[src/rtl/frame_sync_if.sv]
// Bit-sync/data inputs and byte/status outputs of the frame synchronizer.
// The slave modport is the synchronizer side, the master modport drives the bit stream.
interface frame_sync_if;
    logic       sync;
    logic       datain;
    logic [7:0] dout;
    logic       dout_vld;
    logic       frame_start;
    logic       locked;
    logic [1:0] state;
    logic       uw_inv;

    modport master (
        output sync, datain,
        input  dout, dout_vld, frame_start, locked, state, uw_inv
    );

    modport slave (
        input  sync, datain,
        output dout, dout_vld, frame_start, locked, state, uw_inv
    );
endinterface

[src/rtl/frame_sync.sv]
// Bit-level frame synchronizer: error-tolerant unique-word search, SEARCH/VERIFY/LOCK flywheel, byte output.
// Define FRAME_SYNC_INV_DETECT_EN to also accept the inverted unique word and de-invert the payload.
module frame_sync #(
    parameter int                UW_LEN    = 16,
    parameter logic [UW_LEN-1:0] UW        = 16'hEB90,
    parameter int                FRAME_LEN = 256,
    parameter int                ERR_TH    = 1,
    parameter int                VERIFY_N  = 2,
    parameter int                MISS_N    = 3
) (
    input  logic        clk,
    input  logic        rst,
    frame_sync_if.slave bus
);
    localparam int CNT_W   = $clog2(FRAME_LEN);
    localparam int DIST_W  = $clog2(UW_LEN + 1);
    localparam int HIT_W   = $clog2(VERIFY_N + 1);
    localparam int MISS_W  = $clog2(MISS_N + 1);
    localparam int PAY_LEN = FRAME_LEN - UW_LEN;
    localparam logic [CNT_W-1:0]  LAST_CNT = CNT_W'(FRAME_LEN - 1);
    localparam logic [CNT_W-1:0]  PAY_LAST = CNT_W'(PAY_LEN);
    localparam logic [DIST_W-1:0] ERR_LIM  = DIST_W'(ERR_TH);

    typedef enum logic [1:0] {SEARCH = 2'b00, VERIFY = 2'b01, LOCK = 2'b10} state_t;

    function automatic logic [DIST_W-1:0] popCount(input logic [UW_LEN-1:0] v);
        logic [DIST_W-1:0] acc;
        acc = '0;
        for (int i = 0; i < UW_LEN; i++) acc = acc + DIST_W'(v[i]);
        return acc;
    endfunction

    logic [2:0]        syncPipe_q;
    logic [1:0]        dataPipe_q;
    state_t            state_q, state_d;
    logic [UW_LEN-2:0] sr_q, sr_d;
    logic [CNT_W-1:0]  cnt_q, cnt_d;
    logic [HIT_W-1:0]  hit_q, hit_d;
    logic [MISS_W-1:0] miss_q, miss_d;
    logic [6:0]        byte_q, byte_d;
    logic [7:0]        dout_q, dout_d;
    logic              doutVld_q, doutVld_d;
    logic              frameStart_q, frameStart_d;

    logic              bitEn, rxBit, window, matchNorm;
    logic              searchHit, windowHit, payBit;
    logic [UW_LEN-1:0] srNext;
    logic [CNT_W-1:0]  cntInc;
    logic [HIT_W-1:0]  hitInc;
    logic [MISS_W-1:0] missInc;

    // Two-flop synchronizers; the third sync flop only serves rising-edge detection.
    always_ff @(posedge clk or negedge rst) begin
        if (!rst) begin
            syncPipe_q <= '0;
            dataPipe_q <= '0;
        end else begin
            syncPipe_q <= {syncPipe_q[1:0], bus.sync};
            dataPipe_q <= {dataPipe_q[0], bus.datain};
        end
    end

    assign bitEn     = syncPipe_q[1] & ~syncPipe_q[2];
    assign rxBit     = dataPipe_q[1];
    assign srNext    = {sr_q, rxBit};
    assign matchNorm = popCount(srNext ^ UW) <= ERR_LIM;
    assign window    = (cnt_q == LAST_CNT);
    assign cntInc    = window ? '0 : cnt_q + CNT_W'(1);
    assign hitInc    = hit_q + HIT_W'(1);
    assign missInc   = miss_q + MISS_W'(1);

`ifdef FRAME_SYNC_INV_DETECT_EN
    logic uwInv_q, uwInv_d, matchInv;

    assign matchInv  = popCount(srNext ^ ~UW) <= ERR_LIM;
    assign searchHit = matchNorm | matchInv;
    assign windowHit = uwInv_q ? matchInv : matchNorm;
    assign payBit    = rxBit ^ uwInv_q;
    assign bus.uw_inv = uwInv_q;
`else
    assign searchHit = matchNorm;
    assign windowHit = matchNorm;
    assign payBit    = rxBit;
    assign bus.uw_inv = 1'b0;
`endif

    always_comb begin
        state_d      = state_q;
        sr_d         = sr_q;
        cnt_d        = cnt_q;
        hit_d        = hit_q;
        miss_d       = miss_q;
        byte_d       = byte_q;
        dout_d       = dout_q;
        doutVld_d    = 1'b0;
        frameStart_d = 1'b0;
`ifdef FRAME_SYNC_INV_DETECT_EN
        uwInv_d      = uwInv_q;
`endif
        if (bitEn) begin
            sr_d  = srNext[UW_LEN-2:0];
            cnt_d = cntInc;
            unique case (state_q)
                SEARCH: begin
                    if (searchHit) begin
`ifdef FRAME_SYNC_INV_DETECT_EN
                        uwInv_d = ~matchNorm;
`endif
                        cnt_d = '0;
                        hit_d = HIT_W'(1);
                        if (VERIFY_N <= 1) begin
                            state_d      = LOCK;
                            miss_d       = '0;
                            frameStart_d = 1'b1;
                        end else begin
                            state_d = VERIFY;
                        end
                    end
                end
                VERIFY: begin
                    if (window) begin
                        if (windowHit) begin
                            cnt_d = '0;
                            hit_d = hitInc;
                            if (hitInc == HIT_W'(VERIFY_N)) begin
                                state_d      = LOCK;
                                miss_d       = '0;
                                frameStart_d = 1'b1;
                            end
                        end else begin
                            state_d = SEARCH;
                        end
                    end
                end
                LOCK: begin
                    // Flywheel: the window position is never re-aligned while locked.
                    if (window) begin
                        if (windowHit) begin
                            cnt_d        = '0;
                            miss_d       = '0;
                            frameStart_d = 1'b1;
                        end else if (missInc == MISS_W'(MISS_N)) begin
                            state_d = SEARCH;
                            miss_d  = '0;
                            cnt_d   = '0;
                            byte_d  = '0;
                        end else begin
                            miss_d = missInc;
                        end
                    end else if (cntInc <= PAY_LAST) begin
                        byte_d = {byte_q[5:0], payBit};
                        if (cntInc[2:0] == 3'b000) begin
                            dout_d    = {byte_q, payBit};
                            doutVld_d = 1'b1;
                        end
                    end
                end
                default: state_d = SEARCH;
            endcase
        end
    end

    always_ff @(posedge clk or negedge rst) begin
        if (!rst) begin
            state_q      <= SEARCH;
            sr_q         <= '0;
            cnt_q        <= '0;
            hit_q        <= '0;
            miss_q       <= '0;
            byte_q       <= '0;
            dout_q       <= '0;
            doutVld_q    <= 1'b0;
            frameStart_q <= 1'b0;
`ifdef FRAME_SYNC_INV_DETECT_EN
            uwInv_q      <= 1'b0;
`endif
        end else begin
            state_q      <= state_d;
            sr_q         <= sr_d;
            cnt_q        <= cnt_d;
            hit_q        <= hit_d;
            miss_q       <= miss_d;
            byte_q       <= byte_d;
            dout_q       <= dout_d;
            doutVld_q    <= doutVld_d;
            frameStart_q <= frameStart_d;
`ifdef FRAME_SYNC_INV_DETECT_EN
            uwInv_q      <= uwInv_d;
`endif
        end
    end

    assign bus.dout        = dout_q;
    assign bus.dout_vld    = doutVld_q;
    assign bus.frame_start = frameStart_q;
    assign bus.state       = state_q;
    assign bus.locked      = (state_q == LOCK);
endmodule
[src/flat_wrapper.sv]
// flat-port wrapper written by rule: the top's interface ports become plain ports
module frame_sync_flat 
#(
    parameter int                UW_LEN    = 16,
    parameter logic [UW_LEN-1:0] UW        = 16'hEB90,
    parameter int                FRAME_LEN = 256,
    parameter int                ERR_TH    = 1,
    parameter int                VERIFY_N  = 2,
    parameter int                MISS_N    = 3
)
  (clk, rst, bus_sync, bus_datain, bus_dout, bus_dout_vld, bus_frame_start, bus_locked, bus_state, bus_uw_inv);
  frame_sync_if bus_i ();
  input  logic clk;
  input  logic rst;
  input wire logic [$bits(bus_i.sync)-1:0] bus_sync;
  input wire logic [$bits(bus_i.datain)-1:0] bus_datain;
  output wire logic [$bits(bus_i.dout)-1:0] bus_dout;
  output wire logic [$bits(bus_i.dout_vld)-1:0] bus_dout_vld;
  output wire logic [$bits(bus_i.frame_start)-1:0] bus_frame_start;
  output wire logic [$bits(bus_i.locked)-1:0] bus_locked;
  output wire logic [$bits(bus_i.state)-1:0] bus_state;
  output wire logic [$bits(bus_i.uw_inv)-1:0] bus_uw_inv;
  assign bus_i.sync = bus_sync;
  assign bus_i.datain = bus_datain;
  assign bus_dout = bus_i.dout;
  assign bus_dout_vld = bus_i.dout_vld;
  assign bus_frame_start = bus_i.frame_start;
  assign bus_locked = bus_i.locked;
  assign bus_state = bus_i.state;
  assign bus_uw_inv = bus_i.uw_inv;
  frame_sync #(.UW_LEN(UW_LEN), .UW(UW), .FRAME_LEN(FRAME_LEN), .ERR_TH(ERR_TH), .VERIFY_N(VERIFY_N), .MISS_N(MISS_N)) u_core (.clk(clk), .rst(rst), .bus(bus_i));
endmodule
[config.mk]
export PLATFORM = sky130hd
export DESIGN_NAME = frame_sync_flat
export DESIGN_NICKNAME = d
export VERILOG_FILES = /design/src/rtl/frame_sync_if.sv /design/src/rtl/frame_sync.sv /design/src/flat_wrapper.sv
export SDC_FILE = /design/constraint.sdc
export NUM_CORES = 1
export LEC_CHECK = 0
export BUFFER_PORTS_ARGS = -buffer_cell sky130_fd_sc_hd__buf_2
export CAP_MARGIN = 15
export CORE_ASPECT_RATIO = 2
export CORE_UTILIZATION = 45
export DETAILED_ROUTE_END_ITERATION = 8
export HOLD_SLACK_MARGIN = 0.15
export PLACE_DENSITY = 0.65
export SLEW_MARGIN = 20
export SYNTH_ARGS = -nofsm -noshare
export SYNTH_HDL_FRONTEND = slang
export SYNTH_SLANG_ARGS = --single-unit
[constraint.sdc]
create_clock -name clk -period 14 [get_ports clk]
set_input_delay 1.4 -clock clk [delete_from_list [all_inputs] [get_ports clk]]
set_output_delay 1.4 -clock clk [all_outputs]
set_load 0.01 [all_outputs]
==> flow_metrics.tcl <==
set metrics [dict create \
    crit_buf_inv 2 \
    seq_area_frac_synth_pct 48.9 \
    crit_end "u_core.cnt_q[7]" \
    power_density_mw_per_mm2 187 \
    power.switching_uw 213 \
    cts.hold.buffers_added 0 \
    synth_nets 267 \
    grt_pass1_wl_mm 8.44 \
    outcome "complete, no violations" \
    sw_frac_of_total_pct 39.7 \
    grt_overflow 0 \
    core_mm2 0.00552 \
    area_delta_synth_final_pct 9.74 \
    cp_max_fo 10 \
    r2r_cells 15 \
    vias_per_cell 5.56 \
    clkSlewWorstSetupHoldPaths_ns 0.10 \
    cpPeakStageDelay_ns 0.66 \
    antenna_found_initial 0 \
    maxCapViolCount 0 \
    die_h_um 110 \
    worst_path_dominant_cell_family "adder cells" \
    io_buffers 16 \
    hpwl_mm 3.58 \
    power_uw 536 \
    synth_edf_count 0 \
    crit_required_ns 14.21 \
    syn_area_per_cell_um2 10.8 \
    synth.area.top_cells "dfrtp_1 49%, fa_1 7.7%, ha_1 5.3%" \
    skew_ns 0.00777 \
    clockRootBuffer "clkbuf_8" \
    dr.pass1.iters 4 \
    async_reset_ff_share_pct 100 \
    cp-end-kind "register" \
    ys_ff_latch 51 \
    peakVddDrop_mv 0.228 \
    period_needed_ns 5.40 \
    worstReg2RegEnd "u_core.cnt_q[7]" \
    yosysMostFrequentCell "dfrtp_1" \
    clock.fmax_mhz 185 \
    cts_made_buffers 5 \
    rows 38 \
    grt_pass1_vias 1786 \
    clk_latency_ns 0.32 \
    setup-violations-final 0 \
    post_cts_buffers 0 \
    slew_headroom_pct 48.7 \
    cts.path.max_buffers 2 \
    power.internal_uw 323 \
    n_antenna_cell 0 \
    synth_area_mm2 0.00261 \
    die_w_um 55.8 \
    worstMarginPinSlew_ns 0.764 \
    cp_slowest_cell "a2111oi_4" \
    wl_per_cell_um 15.5 \
    synth_cell_type_count 43 \
    finalNetCount 283 \
    grt_start_max_net_pins 52 \
    clkPwrFrac_pct 20.6 \
    hold_viol 0 \
    startpoint "u_core.dataPipe_q[1]" \
    start_util_pct 47.3 \
    yosysWarnings 0 \
    layout-drive-gt1-share_pct 15.8 \
    io_pins 18 \
    pwr-share-seq_pct 34.8 \
    timing.rr.start "u_core.dataPipe_q[1]" \
    critPathKind "reg -> reg" \
    p_leak_nw 1.36 \
    synth_top_area_share_pct 48.9 \
    antenna_left 0 \
    yosys-top-cells-count "51 x dfrtp_1, 30 x nand2_1, 24 x inv_1, 23 x o21ai_0" \
    path_cells "ha_1, fa_1, inv_1, fa_1, fa_1, inv_1, fa_1, fa_1, fa_1, nor3_1, o21ai_0, a21o_2, a2111oi_4, nor3_1, a211o_1" \
    gp_congestion 0.814 \
    rsz0062_at_grt "false" \
    crit_top_cell "fa_1" \
    die_area_mm2 0.00612 \
    synth_top_flop_cell "dfrtp_1" \
    start_kind "register" \
    reg2reg_slack_ns 8.60 \
    hp-class "reg -> reg" \
    tns_ns 0 \
    period_share_pct 38.6 \
    drc 0 \
    cts_tree "yes" \
    vias 1775 \
    cts_resized 0 \
    syn_inst 242 \
    grt_usage_pct 18.4 \
    min_path_cells 0 \
    synth_top_cell_by_area "dfrtp_1" \
    cts.sinks 51 \
    fillerInstances 522 \
    drv_slew 0 \
    cp.arrival_ns 5.61 \
    drt_first_iter_violations 35 \
    cts_max_level 2 \
    comb_power_share_pct 44.5 \
    routed_wl_mm 4.95 \
    cp.depth 15 \
]
## final cells by class
class,instances,area (um^2),area share [%]
Sequential cell,51,1280,44.6
Multi-Input combinational cell,158,1200,42.1
Timing Repair Buffer,18,95.1,3.32
Inverter,24,90.1,3.15
Clock buffer,6,82.6,2.89
Tap cell,60,75.1,2.62
Clock inverter,2,38.8,1.36
## placed cells by master, fill, tap and decap left out, types with 6 or more instances in the layout
| cell | count |
|---|---|
| a21oi_1 | 6 |
| o21ai_0 | 23 |
| nand2_1 | 30 |
| nor2_1 | 10 |
| inv_1 | 24 |
| nand3_1 | 6 |
| ha_1 | 11 |
| a22o_1 | 11 |
| buf_2 | 16 |
| clkbuf_8 | 6 |
| fa_1 | 10 |
| dfrtp_1 | 51 |
| nor3_1 | 7 |
| mux2_2 | 8 |
## flip-flops by register name, indices dropped and copies added, names as in the netlist, 2 cells and up
signal	count
u_core.bus.state	2
u_core.bus.dout	8
u_core.syncPipe_q	3
u_core.hit_q	2
u_core.miss_q	2
u_core.byte_q	7
u_core.dataPipe_q	2
u_core.sr_q	15
u_core.cnt_q	8
## worst min path at each step
stage                         start                   end  slack, ns
6_report       u_core.syncPipe_q[0]  u_core.syncPipe_q[1]       0.37
5_1_grt        u_core.syncPipe_q[0]  u_core.syncPipe_q[1]       0.38
4_1_cts        u_core.syncPipe_q[0]  u_core.syncPipe_q[1]       0.38
3_5_place_dp   u_core.syncPipe_q[0]  u_core.syncPipe_q[1]       0.35
3_3_place_gp   u_core.syncPipe_q[0]  u_core.syncPipe_q[1]       0.34
2_1_floorplan  u_core.dataPipe_q[0]  u_core.dataPipe_q[1]       0.33
## cell families (layout without fill, tap and decap cells)
logic type,count (synthesis),count (layout),share of synthesized area (%)
and+or+nand+nor,69,69,12.7
AOI/OAI and AO/OA,55,55,14.9
DFF,51,51,48.9
buffers and inverters,33,50,5.18
adders and majority gates,21,21,13.0
muxes,12,12,5.18
other,1,1,0.144
## per-layer routing
metal / routed length (um) / track usage (%) / part of all wire (%)
met2: 2720 / 33.1 / 55
met5: 0 / 0 / 0
met1: 2010 / 20.7 / 41
met4: 107 / 9.06 / 2.2
met3: 106 / 3.65 / 2.1
## through the flow
step                      cells  util (%)  cell area, um^2  hold WS [ns]  setup slack, ns
after floorplan             242         -             2610         0.331             8.90
after global placement      311      49.6             2740         0.343             8.68
after detailed placement    311      49.6             2740         0.352             8.59
after CTS                   319      51.8             2860         0.375             8.58
after global routing        319      51.9             2860         0.376             8.32
final                       319      51.9             2860         0.371             8.60
## power by group through the flow
stage               Sequential [mW]  Combinational, mW  Clock, mW
global route                  0.191              0.276      0.119
finish                        0.187              0.239      0.111
global placement              0.189              0.233          0
detailed placement            0.190              0.240          0
CTS                           0.187              0.241      0.114
floorplan                     0.186              0.190          0
Power figures use the tool's default switching activity.
